**config.mk**
```make
export PLATFORM = sky130hd
export DESIGN_NAME = wb_stream_sink
export DESIGN_NICKNAME = d
export VERILOG_FILES = /design/src/rtl/wb_stream_sink.sv
export SDC_FILE = /design/constraint.sdc
export NUM_CORES = 1
export LEC_CHECK = 0
export BUFFER_PORTS_ARGS = -buffer_cell sky130_fd_sc_hd__buf_2
export CORE_ASPECT_RATIO = 0.9
export CORE_MARGIN = 2
export CORE_UTILIZATION = 60
export DETAILED_ROUTE_END_ITERATION = 8
export GPL_TIMING_DRIVEN = 0
export PLACE_DENSITY = 0.81
export SKIP_CTS_REPAIR_TIMING = 1
export SYNTH_ARGS = -nofsm -noshare
export SYNTH_HDL_FRONTEND = slang
export SYNTH_SLANG_ARGS = --single-unit
```
**constraint.sdc**
```tcl
create_clock -name clk_i -period 3.25 [get_ports clk_i]
set_input_delay 0.8125 -clock clk_i [delete_from_list [all_inputs] [get_ports clk_i]]
set_output_delay 0.8125 -clock clk_i [all_outputs]
set_load 0.05 [all_outputs]
```
**src/rtl/wb_stream_sink.sv**
```systemverilog
// Wishbone B4 classic byte sink: controller writes land in a FIFO that drains onto a
// valid/ready stream; reads report occupancy, and a full FIFO answers writes with retry.
`timescale 1ns/1ps
module wb_stream_sink #(
  parameter int unsigned DAT_WIDTH  = 8,
  parameter int unsigned DEPTH      = 16,
  parameter bit          ALLOW_READ = 1'b1
) (
  input  logic                     clk_i,
  input  logic                     rst_ni,
  input  logic                     wb_cyc_i,
  input  logic                     wb_stb_i,
  input  logic                     wb_we_i,
  input  logic [DAT_WIDTH-1:0]     wb_dat_i,
  output logic [DAT_WIDTH-1:0]     wb_dat_o,
  output logic                     wb_ack_o,
  output logic                     wb_err_o,
  output logic                     wb_rty_o,
  output logic                     m_valid_o,
  output logic [DAT_WIDTH-1:0]     m_data_o,
  input  logic                     m_ready_i,
  output logic [$clog2(DEPTH):0]   count_o
);

  localparam int unsigned AW = $clog2(DEPTH);
  localparam int unsigned CW = AW + 1;

  typedef enum logic {
    S_IDLE,
    S_RESP
  } state_t;

  state_t               r_state;
  logic                 r_ack;
  logic                 r_err;
  logic                 r_rty;
  logic [DAT_WIDTH-1:0] r_dat;

  logic [DAT_WIDTH-1:0] r_mem [DEPTH];
  logic [AW-1:0]        r_wr_ptr;
  logic [AW-1:0]        r_rd_ptr;
  logic [CW-1:0]        r_count;

  logic                 w_req;
  logic                 w_full;
  logic                 w_push;
  logic                 w_pop;

  assign w_req  = wb_cyc_i & wb_stb_i;
  // Full is judged on the registered count, so a pop on the same edge never makes room.
  assign w_full = (r_count == CW'(DEPTH));
  assign w_push = (r_state == S_IDLE) & w_req & wb_we_i & ~w_full;
  assign w_pop  = (r_count != '0) & m_ready_i;

  // Bus FSM: a request is only sampled in IDLE, so every transfer takes at least two cycles
  // and no response line can be high on two consecutive cycles.
  always_ff @(posedge clk_i or negedge rst_ni) begin
    if (!rst_ni) begin
      r_state <= S_IDLE;
      r_ack   <= 1'b0;
      r_err   <= 1'b0;
      r_rty   <= 1'b0;
      r_dat   <= '0;
    end else begin
      r_ack <= 1'b0;
      r_err <= 1'b0;
      r_rty <= 1'b0;
      r_dat <= '0;
      case (r_state)
        S_IDLE: begin
          if (w_req) begin
            r_state <= S_RESP;
            if (wb_we_i) begin
              if (w_full) begin
                r_rty <= 1'b1;
              end else begin
                r_ack <= 1'b1;
              end
            end else if (ALLOW_READ) begin
              r_ack <= 1'b1;
              r_dat <= DAT_WIDTH'(r_count);
            end else begin
              r_err <= 1'b1;
            end
          end
        end
        S_RESP: begin
          r_state <= S_IDLE;
        end
        default: begin
          r_state <= S_IDLE;
        end
      endcase
    end
  end

  // Storage carries no reset so it can map onto distributed/block memory.
  always_ff @(posedge clk_i) begin
    if (w_push) begin
      r_mem[r_wr_ptr] <= wb_dat_i;
    end
  end

  always_ff @(posedge clk_i or negedge rst_ni) begin
    if (!rst_ni) begin
      r_wr_ptr <= '0;
      r_rd_ptr <= '0;
      r_count  <= '0;
    end else begin
      if (w_push) begin
        r_wr_ptr <= r_wr_ptr + AW'(1);
      end
      if (w_pop) begin
        r_rd_ptr <= r_rd_ptr + AW'(1);
      end
      case ({w_push, w_pop})
        2'b10:   r_count <= r_count + CW'(1);
        2'b01:   r_count <= r_count - CW'(1);
        default: r_count <= r_count;
      endcase
    end
  end

  assign wb_ack_o  = r_ack;
  assign wb_err_o  = r_err;
  assign wb_rty_o  = r_rty;
  assign wb_dat_o  = r_dat;
  assign m_valid_o = (r_count != '0);
  assign m_data_o  = r_mem[r_rd_ptr];
  assign count_o   = r_count;

endmodule

```
# Word-level counts from Yosys, hierarchy flattened
# Memories as Yosys holds them, arrays and structs flattened.
# Cells that the tools add are included.
[classes] add_sub_neg=4 n_eq_ne=3 mux=16 n_bitwise=7 n_reduce_logical=2
[op_table] op="2-to-1 mux 5 bit" count=3
[op_table] op="2-to-1 mux 1 bit" count=11
[op_table] op="case mux 5 bit (2 select lines)" count=1
[op_table] op="adder 4 x 1 -> 4 bit, second input constant" count=2
[op_table] op="adder 5 x 1 -> 5 bit, second input constant" count=1
[op_table] op="bitwise AND 1 bit" count=5
[op_table] op="== test 5 bit, second input constant" count=1
[op_table] op="nonzero test 5 bit" count=1
[op_table] op="subtractor 5 x 1 -> 5 bit, second input constant" count=1
[op_table] op="== test 2 x 1 -> 1 bit, second input constant" count=1
[op_table] op="== test 2 bit, second input constant" count=1
[op_table] op="NOT 1 bit" count=2
[op_table] op="case mux 1 bit (2 select lines)" count=1
[op_table] op="nonzero test 2 bit" count=1
[word_totals] reg_bits=24 mem_bits_rw=128 input_bits=14 word_cells=40 n_memories=1
[mem_list] memory="r_mem" depth=16 width=8 read_ports=1 rd_clocked_by_memory_dff=0 wr=1 line="39" rtl="logic [DAT_WIDTH-1:0] r_mem [DEPTH];"

# Logic depth before layout (Yosys ltp)
# Gate-level depths: netlist of run 1.
[depth] word_depth=6 mapped_depth=9 depth_no_buf=9

# Worst setup path after synthesis of run 1
# Ideal clock, no wire load.
[synth_timing] path_kind="input port to flip-flop" from="input wb_cyc_i" to="register r_count[4] (netlist: count_o[4])" arrival_time_ns=2.567 required_ns=3.105 setup_slack_ns=0.538 stages=9 n_path_buf=0 cell_sequence="nand4b_1 > a21oi_2 > inv_1 > ha_1 > fa_1 > a21o_1 > a21oi_1 > mux2i_1 > xnor2_1"
[synth_via] elab_chain_cells=6
[synth_rtl] element="start: declaration" line="11" rtl="input logic wb_cyc_i,"
[synth_rtl] element="bitwise AND 1 bit *" line="49" rtl="assign w_req = wb_cyc_i & wb_stb_i;"
[synth_rtl] element="bitwise AND 1 bit * (3 in series)" line="52" rtl="assign w_push = (r_state == S_IDLE) & w_req & wb_we_i & ~w_full;"
[synth_rtl] element="== test 2 x 1 -> 1 bit or == test 2 bit (tied branches)" line="116" rtl="case ({w_push, w_pop})"
[synth_rtl] element="case mux 5 bit (2 select lines) or nonzero test 2 bit (tied branches)"
[synth_rtl] element="end signal: assignment" line="117" rtl="2'b10: r_count <= r_count + CW'(1);"
[synth_rtl] element="end signal: assignment" line="118" rtl="2'b01: r_count <= r_count - CW'(1);"
[synth_rtl] element="end signal: assignment" line="119" rtl="default: r_count <= r_count;"
[synth_rtl] element="end: declaration" line="42" rtl="logic [CW-1:0] r_count;"
# Every way passes the cells marked *; elsewhere a longest branch is shown, timed or not.
# A chain may end at the register's enable or synchronous reset.

# Final worst setup path of run 1
[layout_timing] from="register r_rd_ptr[1]" to="output m_data_o[1]"
[layout_via] elab_chain_cells=1
[layout_rtl] element="start: declaration" line="41" rtl="logic [AW-1:0] r_rd_ptr;"
[layout_rtl] element="start signal: assignment" line="114" rtl="r_rd_ptr <= r_rd_ptr + AW'(1);"
[layout_rtl] element="memory (16 x 8 bit)"
[layout_rtl] element="end: declaration" line="20" rtl="output logic [DAT_WIDTH-1:0] m_data_o,"
# Every way passes these cells.

==> results.ini, run 1 <==
[run_status]
status=completed

[floorplan]
die_w_um=110
die_height_um=99.4
io_pins=39
num_rows=34
die-area_mm2=0.0109
core_mm2=0.00974
initial_core_util_pct=62.3

[global_route]
grt_max_degree=22
antenna_found_initial=0
track_usage_pct=24.6
grt_pass1_wl_um=18700
grt_overflow=0
grt_pass1_vias=3289

[power]
p_total_uw=6940
leakage_uw=0.00262
powerDensity_mw_per_mm2=966
ir_worst_vdd_v=0.000550

[layout]
final_area_mm2=0.00719
drive_above_1_share_pct=28.5
fin_nets=421
syn_to_final_growth_pct=18.5
layout_common_cells=edfxtp_1 (128), mux2i_1 (33), buf_2 (26), dfrtp_1 (20), nand2_1 (19)
mostFrequentLayoutCell=edfxtp_1
nFillCells=576
regArea_mm2=0.00437
multiInputGateArea_mm2=0.00169
instances_no_fill=536
diodes=0

[timing]
whs_ps=238
worst_slack_ps=44.9
report.final.setup_viol=0
fin_worst_skew_ps=5.95
slew_violations=0
worst_pin_slew_ps=1330
hold_viol_final=0
period_minus_slack_ps=3210
min_period_over_period_pct=98.6
fmax_ghz=0.312
slew_headroom_pct=10.9

[synthesis]
synth_largest_area_cell=edfxtp_1
syn_avg_cell_area_um2=17.7
synth_area_leaders=edfxtp_1 (63%), dfrtp_1 (8.7%), mux4_2 (5.9%), mux2i_1 (5.4%), a221oi_1 (2.2%)
syn_inst=343
ys.flop_type=edfxtp_1
synth_seq_cells=149
synthArstFlopShare_pct=14.1
ys_seq_area_share_pct=72.0
netlist.area_leader.share_pct=63.4
syn_area_mm2=0.00606
synth_edf_count=128
yosys_warnings=0
synth_cell_types=38

[critical_path]
crit_path_top_delay_cell=dfrtp_1
r2r-end=count_o[4]
worstPathArrival_ps=2390
worst_setup_path_end_kind=primary output
ff2ff_setup_slack_ps=410
crit_fanout=10
reg2reg_depth=8
cpMostUsedCell=buf_6
max_stage_delay_ps=390
crit_chain=buf_6 > and2_4 > buf_6 > buf_6 > a221oi_4 > o21ai_0 > nand2_1 > clkbuf_4
r2r_start=count_o[3]
crit_type=reg -> out
required_ps=2440
worst_setup_path_start_kind=register

[routing]
vias_per_cell=6.20
drt_wl_total_um=12800
first_pass_iters=5
post_drt_wl_per_cell_um=23.8
dr.first_iter.drc_count=294
ant_nets=0
via_count=3325
drc_errors=0

[place]
place_ws_ps=-10.2
placed_cells=506
gp_congestion=0.874
io_buffers=34
hpwlAfterDp_um=7870
placed_area_mm2=0.00640

[job]
drv_cap=0

[cts]
clock_sinks=149
htree_levels=4
insertion_delay_ps=530
cts_tree=done
cts.clk_slew.worst_paths_ps=60
cts_buffers=17
cts_root_buffer=clkbuf_8
clockBufferDepth=2

[min_path]
hold_class=in -> async

worst max-delay path, delay by kind of cell, from the launching register on:
kind | cells | cell delay [ps]
AO/OA/AOI/OAI | 2 | 430
AND/OR/NAND/NOR | 2 | 290
flip-flops | 1 | 390
buffers and inverters | 4 | 730
kinds of logic (layout without fill, tap and decap cells):
kind of cell,Yosys count,in the layout,share of synthesized area [%]
flops,149,149,72.0
buf+inv,27,91,3.12
other cells,1,4,0.0618
simple gates,53,53,4.29
fa+ha+maj,10,10,2.19
mux,51,51,11.8
xor+xnor,10,10,1.44
compound gates,42,42,5.10
cells in the mapped netlist (2+ instances only):
master / number
o21ai_0: 11
a21o_1: 2
buf_6: 8
xnor2_1: 8
mux2i_1: 33
dfrtp_1: 21
buf_4: 6
ha_1: 9
nor3_1: 5
nor2_1: 15
a22oi_1: 8
xor2_1: 2
inv_1: 6
edfxtp_1: 128
nand2b_1: 2
clkbuf_1: 3
mux2_2: 2
buf_1: 2
nand2_1: 19
a221oi_1: 15
mux4_2: 16
a21oi_1: 2
nor2b_1: 2
and2_1: 4
worst max path at each step:
stage,from,endpoint,slack (ps)
global route,r_rd_ptr[1],m_data_o[3],-10
CTS,r_rd_ptr[3],m_data_o[3],-300
floorplan,wb_cyc_i,count_o[4],540
global placement,wb_we_i,r_mem[0][4],120
detailed placement,wb_we_i,r_mem[3][0],-10
finish,r_rd_ptr[1],m_data_o[1],40
state kept, by name, indices dropped and copies added, names as in the netlist:
| name | flops |
|---|---|
| wb_dat_o | 5 |
| r_wr_ptr | 4 |
| count_o | 5 |
| wb_ack_o | 1 |
| r_rd_ptr | 4 |
| wb_rty_o | 1 |
| r_mem | 128 |
| r_state | 1 |
power by group:
part,leakage (µW),internal (µW),switching [µW],total (µW)
logic,0.000917,1000,1690,2690
clock network,0.000287,1110,798,1910
registers,0.00141,2200,139,2340
total,0.00262,4320,2630,6940
metal layers:
metal	track usage (%)	vias to the layer above	wire length, µm
li1	-	1450	-
met1	33.3	1707	5030
met2	39.0	141	6610
met3	5.96	27	912
met4	9.83	0	203
met5	0	-	0
per-stage QoR:
stage                     setup TNS [ps]  utilization, %
after floorplan                        0               -
after global placement                 0            65.7
after detailed placement           -77.9            65.7
after CTS                          -1770            71.7
after global routing               -32.9            73.8
final                                  0            73.8
final cells by class:
cell class	instances	share of cell area, %
Buffer	19	2.32
Multi-Input combinational cell	170	23.6
Clock inverter	15	2.33
Clock buffer	17	5.76
Inverter	6	0.313
Sequential cell	149	60.8
Tap cell	126	2.19
Timing Repair Buffer	34	2.70
Note: power is estimated with default switching activity, not from simulation.
==> run 2, diff against run 1 <==
--- a/config.mk
+++ b/config.mk
@@ -5,13 +5,15 @@
 export SDC_FILE = /design/constraint.sdc
 export NUM_CORES = 1
 export LEC_CHECK = 0
+export ABC_CLOCK_PERIOD_IN_PS = 3250
 export BUFFER_PORTS_ARGS = -buffer_cell sky130_fd_sc_hd__buf_2
 export CORE_ASPECT_RATIO = 0.9
 export CORE_MARGIN = 2
-export CORE_UTILIZATION = 60
+export CORE_UTILIZATION = 25
 export DETAILED_ROUTE_END_ITERATION = 8
 export GPL_TIMING_DRIVEN = 0
-export PLACE_DENSITY = 0.81
+export PLACE_DENSITY = 0.42
+export SETUP_SLACK_MARGIN = 0.1
 export SKIP_CTS_REPAIR_TIMING = 1
 export SYNTH_ARGS = -nofsm -noshare
 export SYNTH_HDL_FRONTEND = slang
==> run 2 against run 1 <==
Sequential share of layout area fell by 2.5 points; total power rose by 2.4%; register-to-register slack barely moved; die area rose by 130%; maximum frequency rose by 4.7%; clock power rose by 5%; critical path type unchanged; critical endpoint is now m_data_o[7].
==> results.ini, run 2 (same netlist as run 1, synthesis figures left out) <==
[run_status]
status=completed

[layout]
diodes=0
syn_to_final_growth_pct=23.6
nFillCells=2354
layout_common_cells=edfxtp_1 (128), mux2i_1 (33), buf_2 (27), dfrtp_1 (20), nand2_1 (19)
mostFrequentLayoutCell=edfxtp_1
fin_util_pct=31.2
final_area_mm2=0.00750
drive_above_1_share_pct=29.7
regMostFlops=r_mem
fin_nets=425
regArea_mm2=0.00437
largest_register_ffs=128
multiInputGateArea_mm2=0.00172

[critical_path]
worst_setup_path_end_kind=primary output
crit_family=buffers and inverters
crit_type=reg -> out
crit_path_top_delay_cell=dfrtp_1
cpMostUsedCell=buf_6
crit_chain=buf_8 > and2_4 > buf_6 > buf_6 > a221oi_4 > o21ai_0 > nand2_1 > buf_4
reg2reg_depth=8
r2r_start=count_o[3]
r2r-end=count_o[4]
required_ps=2440
crit_fanout=10
max_stage_delay_ps=400
worstPathArrival_ps=2250
ff2ff_setup_slack_ps=420
cp_num_buf_inv=4
worst_setup_path_start_kind=register

[cts]
cts_tree=done
cts_buffers=17
clock_sinks=149
cts.clk_slew.worst_paths_ps=60
cts_root_buffer=clkbuf_16
insertion_delay_ps=430
htree_levels=4
clockBufferDepth=2

[routing]
post_drt_wl_per_cell_um=19.2
drc_errors=0
first_pass_iters=4
dr.first_iter.drc_count=151
drt_wl_total_um=13900
via_count=3152
vias_per_cell=4.37
ant_nets=0

[floorplan]
initial_core_util_pct=25.2
die_height_um=152
die_w_um=168
die-area_mm2=0.0255
io_pins=39
num_rows=54
core_mm2=0.0241

[global_route]
grt_overflow=0
antenna_found_initial=0
grt_max_degree=22
track_usage_pct=11.4
grt_pass1_wl_um=20500
grt_pass1_vias=3233

[timing]
worst_pin_slew_ps=870
slew_headroom_pct=41.7
fin_worst_skew_ps=10.5
slew_violations=0
hold_viol_final=0
min_period_over_period_pct=94.2
worst_slack_ps=188
report.final.setup_viol=0
rsz0062_at_grt=no
period_minus_slack_ps=3060
fmax_ghz=0.327

[place]
place_ws_ps=151
gp_congestion=0.705
placed_area_mm2=0.00665
io_buffers=34
hpwlAfterDp_um=9030

[power]
leakage_uw=0.00266
ir_worst_vdd_v=0.000506
p_total_uw=7110
powerDensity_mw_per_mm2=948

[min_path]
hold_class=in -> async

[job]
drv_cap=0

-- run 2: how the worst max path moves through the flow --
stage,to,cells after the start,startpoint
after global routing,m_data_o[2],7,r_rd_ptr[0]
after detailed placement,count_o[4],10,wb_we_i
after floorplan,count_o[4],9,wb_cyc_i
after global placement,r_mem[3][5],5,wb_we_i
final,m_data_o[7],8,r_rd_ptr[1]
after CTS,m_data_o[4],6,r_rd_ptr[3]
-- run 2: layout make-up --
cell class                 instances  share of cell area [%]
tap                              308                    5.14
multi-input combinational        170                    22.9
inverter                           6                   0.300
buffer                            20                    2.34
clock buffer                      18                    5.72
clock inverter                    14                    2.32
sequential                       149                    58.3
timing repair buffer              37                    2.94
-- run 2: metrics by stage --
| step | setup TNS [ps] | hold slack (ps) | instances |
|---|---|---|---|
| floorplan | 0 | 517 | 346 |
| global placement | -3070 | 561 | 688 |
| detailed placement | 0 | 553 | 688 |
| CTS | -1600 | 366 | 720 |
| global route | 0 | 381 | 722 |
| finish | 0 | 366 | 722 |
-- run 2: layer usage --
| metal | GRT usage (%) | wire length [µm] | vias to the layer above |
|---|---|---|---|
| li1 | - | - | 1455 |
| met1 | 14.6 | 6440 | 1618 |
| met2 | 18.5 | 6740 | 58 |
| met3 | 3.30 | 447 | 21 |
| met4 | 4.48 | 225 | 0 |
| met5 | 0 | 0 | - |
-- run 2: power by group --
part / leakage (µW) / switching, µW / internal, µW
clock: 0.000293 / 796 / 1220
sequential: 0.00141 / 141 / 2200
combinational: 0.000949 / 1700 / 1050
